## src/rtl/calc_pkg.sv

```systemverilog
`default_nettype none
// +------------------------------------------------------------------+
// | calc_pkg: shared encodings for the calculator entry and ALU side |
// | Revision: 1.0                                                    |
// +------------------------------------------------------------------+
package calc_pkg;

  localparam int OPERAND_W = 8;

  typedef enum logic [2:0] {
    S_NUM1 = 3'd0,
    S_NUM2 = 3'd1,
    S_OP   = 3'd2,
    S_SHOW = 3'd3
  } state_e;

  localparam logic [2:0] OP_XOR = 3'd0;
  localparam logic [2:0] OP_AND = 3'd1;
  localparam logic [2:0] OP_OR  = 3'd2;
  localparam logic [2:0] OP_SUM = 3'd3;
  localparam logic [2:0] OP_DIF = 3'd4;
  localparam logic [2:0] OP_MAX = OP_DIF;

  function automatic logic op_valid(input logic [2:0] code);
    return (code <= OP_MAX);
  endfunction

endpackage
`default_nettype wire

```

## src/rtl/btn_debounce.sv

```systemverilog
`default_nettype none
// +------------------------------------------------------------------+
// | btn_debounce: 2-FF synchronizer, stable-count filter, press pulse|
// | Revision: 1.0                                                    |
// +------------------------------------------------------------------+
module btn_debounce #(
  parameter int DEBOUNCE_CYCLES = 1_000_000
) (
  input  logic clk,
  input  logic rst_n,
  input  logic btn_raw,
  output logic level,
  output logic press
);

  localparam int CNT_W = $clog2(DEBOUNCE_CYCLES);
  localparam logic [CNT_W-1:0] CNT_MAX = CNT_W'(DEBOUNCE_CYCLES - 1);

  logic [1:0]       sync_q, sync_d;
  logic             level_q, level_d;
  logic             press_q, press_d;
  logic [CNT_W-1:0] cnt_q, cnt_d;

  always_comb begin
    sync_d  = {sync_q[0], btn_raw};
    level_d = level_q;
    cnt_d   = cnt_q;
    if (sync_q[1] == level_q) begin
      cnt_d = '0;
    end else if (cnt_q == CNT_MAX) begin
      level_d = sync_q[1];
      cnt_d   = '0;
    end else begin
      cnt_d = cnt_q + CNT_W'(1);
    end
    // Only the rising level change is a press; release is silent.
    press_d = level_d & ~level_q;
  end

  always_ff @(posedge clk or negedge rst_n) begin
    if (!rst_n) begin
      sync_q  <= '0;
      level_q <= 1'b0;
      press_q <= 1'b0;
      cnt_q   <= '0;
    end else begin
      sync_q  <= sync_d;
      level_q <= level_d;
      press_q <= press_d;
      cnt_q   <= cnt_d;
    end
  end

  assign level = level_q;
  assign press = press_q;

endmodule
`default_nettype wire

```

## src/rtl/calc_entry_fsm.sv

```systemverilog
`default_nettype none
// +------------------------------------------------------------------+
// | calc_entry_fsm: button-stepped entry of operand 1/2 and op code  |
// | Revision: 1.0                                                    |
// +------------------------------------------------------------------+
module calc_entry_fsm
  import calc_pkg::*;
#(
  parameter int DEBOUNCE_CYCLES = 1_000_000
) (
  input  logic                 clk,
  input  logic                 rst_n,
  input  logic                 btnr,
  input  logic [OPERAND_W-1:0] sw,
  output logic [OPERAND_W-1:0] num1,
  output logic [OPERAND_W-1:0] num2,
  output logic [2:0]           op_sel,
  output logic [2:0]           state,
  output logic                 ans_valid,
  output logic                 op_err
);

  logic press;
  logic level;

  btn_debounce #(
    .DEBOUNCE_CYCLES(DEBOUNCE_CYCLES)
  ) u_debounce (
    .clk    (clk),
    .rst_n  (rst_n),
    .btn_raw(btnr),
    .level  (level),
    .press  (press)
  );

  state_e               state_q, state_d;
  logic [OPERAND_W-1:0] num1_q, num1_d;
  logic [OPERAND_W-1:0] num2_q, num2_d;
  logic [2:0]           op_sel_q, op_sel_d;
  logic                 ans_valid_q, ans_valid_d;
  logic                 op_err_q, op_err_d;

  always_comb begin
    state_d  = state_q;
    num1_d   = num1_q;
    num2_d   = num2_q;
    op_sel_d = op_sel_q;
    op_err_d = 1'b0;
    case (state_q)
      S_NUM1: if (press) begin
        num1_d  = sw;
        state_d = S_NUM2;
      end
      S_NUM2: if (press) begin
        num2_d  = sw;
        state_d = S_OP;
      end
      S_OP: if (press) begin
        if (op_valid(sw[2:0])) begin
          op_sel_d = sw[2:0];
          state_d  = S_SHOW;
        end else begin
          op_err_d = 1'b1;
        end
      end
      S_SHOW: if (press) begin
        state_d = S_NUM1;
      end
      // Unreachable encodings recover on the next clock.
      default: state_d = S_NUM1;
    endcase
    ans_valid_d = (state_d == S_SHOW);
  end

  always_ff @(posedge clk or negedge rst_n) begin
    if (!rst_n) begin
      state_q     <= S_NUM1;
      num1_q      <= '0;
      num2_q      <= '0;
      op_sel_q    <= OP_XOR;
      ans_valid_q <= 1'b0;
      op_err_q    <= 1'b0;
    end else begin
      state_q     <= state_d;
      num1_q      <= num1_d;
      num2_q      <= num2_d;
      op_sel_q    <= op_sel_d;
      ans_valid_q <= ans_valid_d;
      op_err_q    <= op_err_d;
    end
  end

  assign num1      = num1_q;
  assign num2      = num2_q;
  assign op_sel    = op_sel_q;
  assign state     = state_q;
  assign ans_valid = ans_valid_q;
  assign op_err    = op_err_q;

endmodule
`default_nettype wire
```

## config.mk

```make
export PLATFORM = sky130hd
export DESIGN_NAME = calc_entry_fsm
export DESIGN_NICKNAME = d
export VERILOG_FILES = /design/src/rtl/calc_pkg.sv /design/src/rtl/btn_debounce.sv /design/src/rtl/calc_entry_fsm.sv
export SDC_FILE = /design/constraint.sdc
export NUM_CORES = 1
export LEC_CHECK = 0
export BUFFER_PORTS_ARGS = -buffer_cell sky130_fd_sc_hd__buf_2
export CORE_UTILIZATION = 31
export DETAILED_ROUTE_END_ITERATION = 10
export PLACE_DENSITY = 0.57
export SYNTH_ARGS = -nofsm -noshare
export SYNTH_HDL_FRONTEND = slang
export SYNTH_SLANG_ARGS = --single-unit
```

## constraint.sdc

```tcl
create_clock -name clk -period 2.8 [get_ports clk]
set_input_delay 0.42 -clock clk [delete_from_list [all_inputs] [get_ports clk]]
set_output_delay 0.42 -clock clk [all_outputs]
set_load 0.01 [all_outputs]
```

After elaboration in Yosys (flattened, before gate mapping)
Cells that the tools add are included.

Output and inout port bits: 24. Word-level logic and storage cells: 37. Input bits: 11. Flip-flop bits (word level): 48.

Order comparisons: 1. Equality and inequality tests: 6. Reduce and logical (&&, ||, !) cells: 4. Mux-type cells: 13. Add/sub/neg operators: 1. Bitwise logic cells: 2.

Operators with widths (count): 20-bit two-way mux (2); 20-bit by 1-bit adder with 20-bit output, second input constant (1); 20-bit equality test, second input constant (1); 3-bit two-way mux (5); 3-bit case mux with 4 select lines (1); 3-bit by 2-bit equality test with 1-bit output, second input constant (3); 1-bit two-way mux (5); 2-bit AND reduction (2); 3-bit by 1-bit equality test with 1-bit output, second input constant (1); 3-bit <= comparator, second input constant (1); 3-bit logical NOT (1); 3-bit AND reduction (1); 1-bit AND (1); 1-bit equality test (1); 1-bit inverter (1).

Longest topological paths before layout
Gate-level depths: netlist (run 1).

Depth in word-level cells: 5. Depth in mapped cells: 6. Mapped depth without buffers: 5.

Cells and area by module
A second synthesis (run 1) with hierarchy kept.

Cell total of the unflattened synthesis: 179. Area, all modules: 2082.0 um2.

By module, submodules not included: btn_debounce (times used 1, area an instance 1136.1 um2, cells an instance 116, seq. area each 600.6 um2); calc_entry_fsm (times used 1, area an instance 945.9 um2, cells an instance 63, seq. area each 600.6 um2).

Worst setup path after synthesis (run 1)
OpenSTA, ideal clock, no wires.

Path type: register -> register. Start: reg u_debounce.cnt_q[7]. End: reg u_debounce.cnt_q[18]. Setup time: 0.073 ns. Period minus slack after synthesis: 1.697 ns. Required time: 2.727 ns. Data arrival time: 1.624 ns. Stages on the path, launching flop included: 7. Slack: 1.103 ns. Cell sequence: dfrtp_1 > buf_4 > nand3_2 > or3_1 > buf_2 > or4_4 > a21oi_2.

Longest elaborated chain between the ends: 3.

Ends and longest elaborated chain: start, declared (line btn_debounce.sv:22) `logic [CNT_W-1:0] cnt_q, cnt_d;`; start signal, assigned (line btn_debounce.sv:50) `cnt_q <= cnt_d;`; 20-bit by 1-bit adder with 20-bit output / 20-bit equality test (equally long branches) (line btn_debounce.sv:34, btn_debounce.sv:30); 20-bit two-way mux (*) (line btn_debounce.sv:30) `end else if (cnt_q == CNT_MAX) begin`; 20-bit two-way mux (*) (line btn_debounce.sv:28) `if (sync_q[1] == level_q) begin`; via u_debounce.cnt_d[18] (line btn_debounce.sv:22).

The timed path passes the listed nets; every way through them passes the cells marked *. A chain may end at the register's enable or synchronous reset.

Final worst setup path (run 1)
Start: reg u_debounce.cnt_q[7]. End: reg u_debounce.cnt_q[16].

Same word-level chain as after synthesis.

==> results of run 1 <==
-- routing by layer --
layer  vias to the layer above  share of wire  global-route usage
met5                         -              0                   0
met4                         0         0.0099              0.0329
met3                         5          0.055              0.0374
met2                        35           0.47               0.198
met1                       695           0.46               0.144
li1                        711              -                   -
-- flip-flops by register name (all words and copies together), names as in the netlist --
name,flops
num2,8
u_debounce.sync_q,2
u_debounce.press,1
state,3
ans_valid,1
u_debounce.cnt_q,20
num1,8
op_err,1
op_sel,3
u_debounce.level,1
-- layout make-up --
cell class              instances  share of cell area
clock buffers                   5              0.0274
multi-input cells             121               0.344
flip-flops and latches         48               0.478
well taps                      77              0.0383
repair buffers                 39              0.0826
inverters                       4             0.00597
clock inverters                 2              0.0239
-- metrics by stage --
step	setup WS (ns)	instance area, um^2	total power [mW]
final	0.978	2510	1.33
after global routing	0.866	2510	1.38
after CTS	0.975	2510	1.35
after detailed placement	1.01	2390	0.772
after global placement	1.04	2390	0.771
after floorplan	1.10	2100	0.738
-- worst max-delay path, delay by kind of cell (launching register included) --
family          cells  cell delay, ns
simple gates        3            1.14
flops               1            0.47
compound gates      1            0.15
-- logic make-up (layout without fill, tap and decap cells) --
| kind of cell | count (synthesis) | in the layout | synth area share |
|---|---|---|---|
| and+or+nand+nor | 70 | 70 | 0.190 |
| adders and majority gates | 1 | 1 | 0.00595 |
| muxes | 19 | 19 | 0.102 |
| xor gates and xnor gates | 16 | 16 | 0.0667 |
| other | 1 | 1 | 0.00179 |
| DFF | 48 | 48 | 0.572 |
| AOI/OAI and AO/OA | 14 | 14 | 0.0405 |
| buffers and inverters | 10 | 50 | 0.0214 |
-- worst paths after layout --
check	startpoint	to	slack, ns	depth (start not counted)
worst min register to register	u_debounce.sync_q[0]	u_debounce.sync_q[1]	0.36	0
worst max-delay path	u_debounce.cnt_q[7]	u_debounce.cnt_q[16]	0.98	4
worst min-delay path	rst_n	op_err	0.20	2
worst max register to register	u_debounce.cnt_q[7]	u_debounce.cnt_q[16]	0.98	4
min in group clk	btnr	u_debounce.sync_q[0]	0.23	1
max in group asynchronous	rst_n	u_debounce.cnt_q[9]	2.18	2
-- cells in the final DEF (no fill, tap or decap), drive strengths merged, types with 3 or more instances in the layout --
cell type | Yosys | layout
a21oi | 6 | 6
and3 | 3 | 3
buf | 4 | 39
clkbuf | 2 | 5
dfrtp | 48 | 48
inv | 4 | 4
mux2 | 19 | 19
nand2 | 8 | 8
nand2b | 3 | 3
nand3 | 8 | 8
nand4 | 7 | 7
nor2 | 20 | 20
nor3 | 3 | 3
nor4 | 6 | 6
o21ai | 5 | 5
xnor2 | 9 | 9
xor2 | 7 | 7
-- power by group --
part	total, mW	internal (mW)	leakage (nW)	switching, mW
clock	0.572	0.351	0.0642	0.220
combinational	0.0465	0.0162	0.454	0.0303
sequential	0.709	0.701	0.656	0.00808
total	1.33	1.07	1.17	0.259
==> impl_metrics.json, run 1 <==
{
  "cts.sinks": 48,
  "violations": "design-rule violations",
  "synth_nets": 191,
  "n_fill_cell": 636,
  "powerDensity_mw_per_mm2": 528,
  "yosys-top-cells-count": "dfrtp_1, nor2_1, mux2_2",
  "dieWidth_um": 84.3,
  "clk_transition_reported_paths_ns": 0.09,
  "yosys_most_used_dff": "dfrtp_1",
  "power.leakage_nw": 1.17,
  "synth_area_leaders": "dfrtp_1, mux2_2, xnor2_1",
  "setup_tns_ns": 0,
  "via_per_inst": 4.89,
  "rows": 29,
  "synth_area_mm2": 0.00210,
  "start_kind": "flip-flop",
  "cts_buffers": 5,
  "finClkSkew_ns": 0.0122,
  "overflow": 0,
  "drt_iter0_markers": 51,
  "dieArea_mm2": 0.00711,
  "cts_buffer_depth": 2,
  "cp_max_fo": 8,
  "async_reset_ff_frac": 1.00,
  "yosysSeqAreaShare": 0.572,
  "drc_errors": 14,
  "io_buffers": 34,
  "synthCells": 179,
  "initial_core_util": 0.325,
  "worstPathArrival_ns": 2.05,
  "fin_util": 0.389,
  "synth_top_area_frac": 0.572,
  "ys_ff_latch": 48,
  "placedCellCount": 289,
  "grt_use_total": 0.117,
  "required_ns": 3.02,
  "final-setup-viol-count": 0,
  "ys_warn_count": 0,
  "antenna_left": 0,
  "whs_ns": 0.201,
  "path_class": "reg -> reg",
  "dpl.hpwl_mm": 2.66,
  "drv_slew": 0,
  "synth-edff-count": 0,
  "worst_pin_slew_ns": 0.596,
  "antenna_found_initial": 0,
  "critPathSlowestCell": "or4_4",
  "outcome": "finished, violations left",
  "path_cells": "nand3_2, or3_1, or4_4, a21oi_2",
  "vias": 1446,
  "synth_top_cell_by_area": "dfrtp_1",
  "worstHoldPathType": "in -> async",
  "postCtsHoldBufs": 0,
  "period_needed_ns": 1.82,
  "grt_pass1_vias": 1452,
  "cts_tree": "built",
  "fp.coreArea_mm2": 0.00646,
  "fmax_mhz": 549,
  "postCtsSetupRepairBufs": 0,
  "area_growth_pct": 19.7,
  "die_y_um": 84.3,
  "wl_per_cell_um": 12.9,
  "htreeDepth": 2,
  "peakVddDrop_v": 0.000213,
  "grt_pass1_wl_mm": 6.64,
  "multi_input_area_um2": 866,
  "grt_max_degree": 49,
  "critPathCaptureType": "flip-flop",
  "layoutNonFillerInstCount": 296,
  "drive_above_1_share": 0.338,
  "gp_congestion": 0.858,
  "drt-total-wl_mm": 3.83,
  "diodes": 0,
  "slew-limit-headroom": 0.603,
  "cts-root-buf": "clkbuf_8",
  "synth_cell_types": 35,
  "area.sequential_mm2": 0.00120,
  "rsz0062_at_grt": "false",
  "syn_area_per_cell_um2": 11.7,
  "fin_nets": 231,
  "finalHoldViolCount": 0,
  "dr.pass1.iters": 7,
  "clk_latency_ns": 0.30,
  "yosysMostFrequentCell": "dfrtp_1",
  "drv_cap": 0,
  "cts.repair.resized": 0,
  "pin_count": 35,
  "finalCritPeriodShare": 0.651,
  "critPathMaxStageDelay_ns": 0.52
}
No activity file was read; power rests on OpenSTA's default activity.
==> run 2: changes to the inputs <==
PLACE_DENSITY = 0.59   (was 0.57)
clock period = 1.5 ns   (was 2.8 ns; I/O delays follow)
==> impl_metrics.json, run 2 (synthesis results as in run 1) <==
{
  "grt_pass1_vias": 1692,
  "diodes": 0,
  "start_kind": "flip-flop",
  "area_growth_pct": 44.9,
  "pin_count": 35,
  "gp_congestion": 0.815,
  "dieWidth_um": 84.3,
  "clk_latency_ns": 0.30,
  "cp_max_fo": 5,
  "cts_buffer_depth": 2,
  "grt_use_total": 0.140,
  "dr.pass1.iters": 7,
  "fmax_mhz": 598,
  "powerDensity_mw_per_mm2": 741,
  "drv_cap": 0,
  "final_common_cell": "dfrtp_1",
  "cts-root-buf": "clkbuf_8",
  "layoutNonFillerInstCount": 345,
  "peakVddDrop_v": 0.000430,
  "power.leakage_nw": 1.45,
  "final-setup-viol-count": 23,
  "critPathCaptureType": "flip-flop",
  "dpl.hpwl_mm": 3.14,
  "fp.coreArea_mm2": 0.00646,
  "overflow": 0,
  "wl_per_cell_um": 14.7,
  "die_y_um": 84.3,
  "cp_top_family": "simple AND/OR/NAND/NOR gates",
  "drv_slew": 0,
  "initial_core_util": 0.325,
  "critPathMaxStageDelay_ns": 0.39,
  "path_cells": "buf_4, nor4_4, nand2_2, o31ai_4, buf_6, clkbuf_16, nor2_1",
  "period_needed_ns": 1.67,
  "violations": "design-rule violations, negative setup slack",
  "antenna_left": 0,
  "placedCellCount": 326,
  "clk_transition_reported_paths_ns": 0.09,
  "outcome": "finished, violations left",
  "top_register": "u_debounce.cnt_q",
  "cts_buffers": 5,
  "drive_above_1_share": 0.500,
  "antenna_found_initial": 0,
  "io_buffers": 34,
  "grt_max_degree": 49,
  "grt_pass1_wl_mm": 7.95,
  "fin_util": 0.471,
  "rsz0062_at_grt": "true",
  "worstPathArrival_ns": 1.86,
  "critPathSlowestCell": "dfrtp_1",
  "finalHoldViolCount": 0,
  "required_ns": 1.69,
  "largest_reg_flops": 20,
  "worstHoldPathType": "in -> reg",
  "final_cell_mix": "dfrtp_1, buf_4, buf_2",
  "finalCritPeriodShare": 1.11,
  "path_class": "reg -> reg",
  "pre_cts_ws_ns": -0.165,
  "via_per_inst": 4.92,
  "finClkSkew_ns": 0.00637,
  "dieArea_mm2": 0.00711,
  "setup_ws_ns": -0.172,
  "fin_nets": 279,
  "cts_tree": "built",
  "cts.sinks": 48,
  "drt_iter0_markers": 59,
  "rows": 29,
  "drt-total-wl_mm": 5.06,
  "vias": 1698,
  "whs_ns": 0.0321,
  "crit_buf_inv": 3,
  "htreeDepth": 2,
  "drc_errors": 16
}
==> run 2: cell count changes in the layout (fill, tap and decap cells not counted), sizes merged <==
cell / delta
clkinvlp: +2
bufinv: -2
clkbuf: +2
dlygate4sd3: +1
buf: +45
clkinv: +1
==> run 2: power by group <==
| part | switching (mW) | internal [mW] | total (mW) |
|---|---|---|---|
| clock | 0.451 | 0.331 | 0.782 |
| sequential | 0.00974 | 1.31 | 1.32 |
| combinational | 0.0806 | 0.0760 | 0.157 |
| total | 0.542 | 1.71 | 2.26 |
==> run 2: timing repair <==
action,in CTS,in global routing
hold endpoints to repair,48,0
pin swaps,2,3
gates resized for setup,8,19
gates cloned,0,3
setup endpoints to repair,31,32
hold buffers,1,0
setup buffers,4,3
==> run 2: final timing paths <==
kind / startpoint / to / slack, ns / cells after the start
hold reg to reg: u_debounce.sync_q[0] / u_debounce.sync_q[1] / 0.36 / 0
min in group asynchronous: rst_n / op_sel[2] / 0.43 / 3
setup reg to reg: u_debounce.cnt_q[10] / u_debounce.cnt_q[12] / -0.17 / 7
hold / removal: btnr / u_debounce.sync_q[0] / 0.03 / 1
max in group asynchronous: rst_n / num1[0] / 0.82 / 3
setup / recovery: u_debounce.cnt_q[10] / u_debounce.cnt_q[12] / -0.17 / 7
==> run 2: layer usage <==
metal | up-vias | global-route usage | wire [um]
li1 | 808 | - | -
met1 | 838 | 0.178 | 2260
met2 | 47 | 0.228 | 2470
met3 | 5 | 0.0354 | 289
met4 | 0 | 0.0596 | 43
met5 | - | 0 | 0
==> run 2: layout make-up <==
type | instances | area [um^2]
fillers | 577 | 3410
flip-flops and latches | 48 | 1200
multi-input cells | 121 | 975
repair buffers | 87 | 661
well taps | 77 | 96.3
clock buffers | 5 | 68.8
clock inverters | 3 | 23.8
inverters | 4 | 15.0
==> run 2: through the flow <==
stage	TNS (ns)	power, mW	area (um^2)
5_1_grt	-4.99	2.37	3040
3_5_place_dp	-2.75	1.47	2710
6_report	-3.13	2.26	3040
2_1_floorplan	-0.470	1.38	2140
3_3_place_gp	-2.24	1.47	2710
4_1_cts	-1.60	2.27	2880
==> run 3: changes to the inputs <==
RECOVER_POWER = 25   (was default)
==> impl_metrics.json, run 3 (synthesis results as in run 1) <==
{
  "powerDensity_mw_per_mm2": 743,
  "cts.sinks": 48,
  "grt_max_degree": 49,
  "diodes": 0,
  "antenna_left": 0,
  "drv_slew": 0,
  "rsz0062_at_grt": "true",
  "drv_cap": 0,
  "grt_use_total": 0.140,
  "r2r_setup_slack_ns": -0.17,
  "setup_ws_ns": -0.172,
  "finalCritPeriodShare": 1.11,
  "path_class": "reg -> reg",
  "worst_pin_slew_ns": 0.672,
  "fin_util": 0.469,
  "htreeDepth": 2,
  "grt_pass1_vias": 1692,
  "worstPathArrival_ns": 1.86,
  "vias": 1695,
  "clk_transition_reported_paths_ns": 0.09,
  "final_cell_mix": "dfrtp_1, buf_4, buf_2",
  "placed_area_mm2": 0.00271,
  "min_to": "u_debounce.sync_q[0]",
  "peakVddDrop_v": 0.000430,
  "drt-total-wl_mm": 5.05,
  "violations": "design-rule violations, negative setup slack",
  "cp_max_fo": 5,
  "drive_above_1_share": 0.500,
  "worstReg2RegStart": "u_debounce.cnt_q[10]",
  "drc_errors": 16,
  "rows": 29,
  "dieWidth_um": 84.3,
  "placedCellCount": 326,
  "start_kind": "flip-flop",
  "largest_reg_flops": 20,
  "fmax_mhz": 598,
  "power.leakage_nw": 1.45,
  "cts_buffer_depth": 2,
  "overflow": 0,
  "area_growth_pct": 44.3,
  "grt_pass1_wl_mm": 7.95,
  "hold_path_depth": 1,
  "cts_tree": "built",
  "via_per_inst": 4.91,
  "finalHoldViolCount": 0,
  "min_from": "btnr",
  "gp_congestion": 0.815,
  "outcome": "finished, violations left",
  "fp.coreArea_mm2": 0.00646,
  "timing.rr.end": "u_debounce.cnt_q[12]",
  "clk_latency_ns": 0.30,
  "fin_nets": 279,
  "antenna_found_initial": 0,
  "io_buffers": 34,
  "cts-root-buf": "clkbuf_8",
  "final-setup-viol-count": 23,
  "dpl.hpwl_mm": 3.14,
  "layoutNonFillerInstCount": 345,
  "critPathCaptureType": "flip-flop",
  "top_register": "u_debounce.cnt_q",
  "dieArea_mm2": 0.00711,
  "required_ns": 1.69,
  "drt_iter0_markers": 59,
  "cts_buffers": 5,
  "fin_area_mm2": 0.00303,
  "worstHoldPathType": "in -> reg",
  "initial_core_util": 0.325,
  "final_common_cell": "dfrtp_1",
  "period_needed_ns": 1.67,
  "wl_per_cell_um": 14.6,
  "finClkSkew_ns": 0.00637,
  "die_y_um": 84.3,
  "dr.pass1.iters": 7,
  "reg2reg_depth": 7,
  "slew-limit-headroom": 0.552,
  "pin_count": 35
}
[run 3: cell count changes in the layout (fill, tap and decap cells not counted), sizes merged]
| cell | change |
|---|---|
| buf | -1 |
| clkbuf | +1 |
[run 3: critical path, cell delays in order, from the launching register on]
cell,delay [ns]
dfrtp_1,0.39
buf_4,0.16
nor4_4,0.31
nand2_2,0.14
o31ai_4,0.22
buf_6,0.16
clkbuf_16,0.14
nor2_1,0.05
[run 3: final cells by class]
type / instances / area, um^2
tap: 77 / 96.3
inverter: 4 / 15.0
fill: 579 / 3430
clock inverter: 3 / 23.8
multi-input combinational: 121 / 975
sequential: 48 / 1200
timing repair buffer: 87 / 648
clock buffer: 5 / 68.8
[run 3: how the worst max path moves through the flow]
| stage | startpoint | to | slack (ns) | cells past startpoint |
|---|---|---|---|---|
| finish | u_debounce.cnt_q[10] | u_debounce.cnt_q[12] | -0.17 | 7 |
| global route | u_debounce.cnt_q[10] | u_debounce.cnt_q[13] | -0.24 | 7 |
| CTS | u_debounce.cnt_q[12] | u_debounce.cnt_q[18] | -0.09 | 4 |
| detailed placement | u_debounce.cnt_q[7] | u_debounce.cnt_q[18] | -0.17 | 4 |
| global placement | u_debounce.cnt_q[11] | u_debounce.cnt_q[8] | -0.12 | 6 |
| floorplan | u_debounce.cnt_q[11] | u_debounce.cnt_q[18] | -0.15 | 5 |
[run 3: report_power, final]
| part | switching, mW | internal [mW] | leakage, nW |
|---|---|---|---|
| registers | 0.00972 | 1.31 | 0.652 |
| logic | 0.0797 | 0.0720 | 0.754 |
| clock network | 0.451 | 0.331 | 0.0404 |
| total | 0.541 | 1.71 | 1.45 |
[run 3: through the flow]
step	worst slack [ns]	setup TNS (ns)	hold slack, ns	power [mW]
5_1_grt	-0.240	-4.99	0.0196	2.36
2_1_floorplan	-0.150	-0.470	-0.0706	1.38
3_5_place_dp	-0.165	-2.75	0.231	1.47
4_1_cts	-0.0891	-1.60	0.0281	2.27
3_3_place_gp	-0.115	-2.24	0.233	1.47
6_report	-0.172	-3.13	0.0321	2.25
[run 3: what timing repair did]
item | in CTS | in global routing
pin swaps | 2 | 3
endpoints found under the hold margin | 48 | 0
cloned | 0 | 3
setup buffers | 4 | 3
endpoints found under the setup margin | 31 | 32
gates resized for setup | 8 | 19
hold buffers | 1 | 0
[run 3: metal layers]
layer	vias up	GRT usage	wire (um)
li1	808	-	-
met1	835	0.178	2260
met2	47	0.228	2470
met3	5	0.0354	289
met4	0	0.0596	43
met5	-	0	0
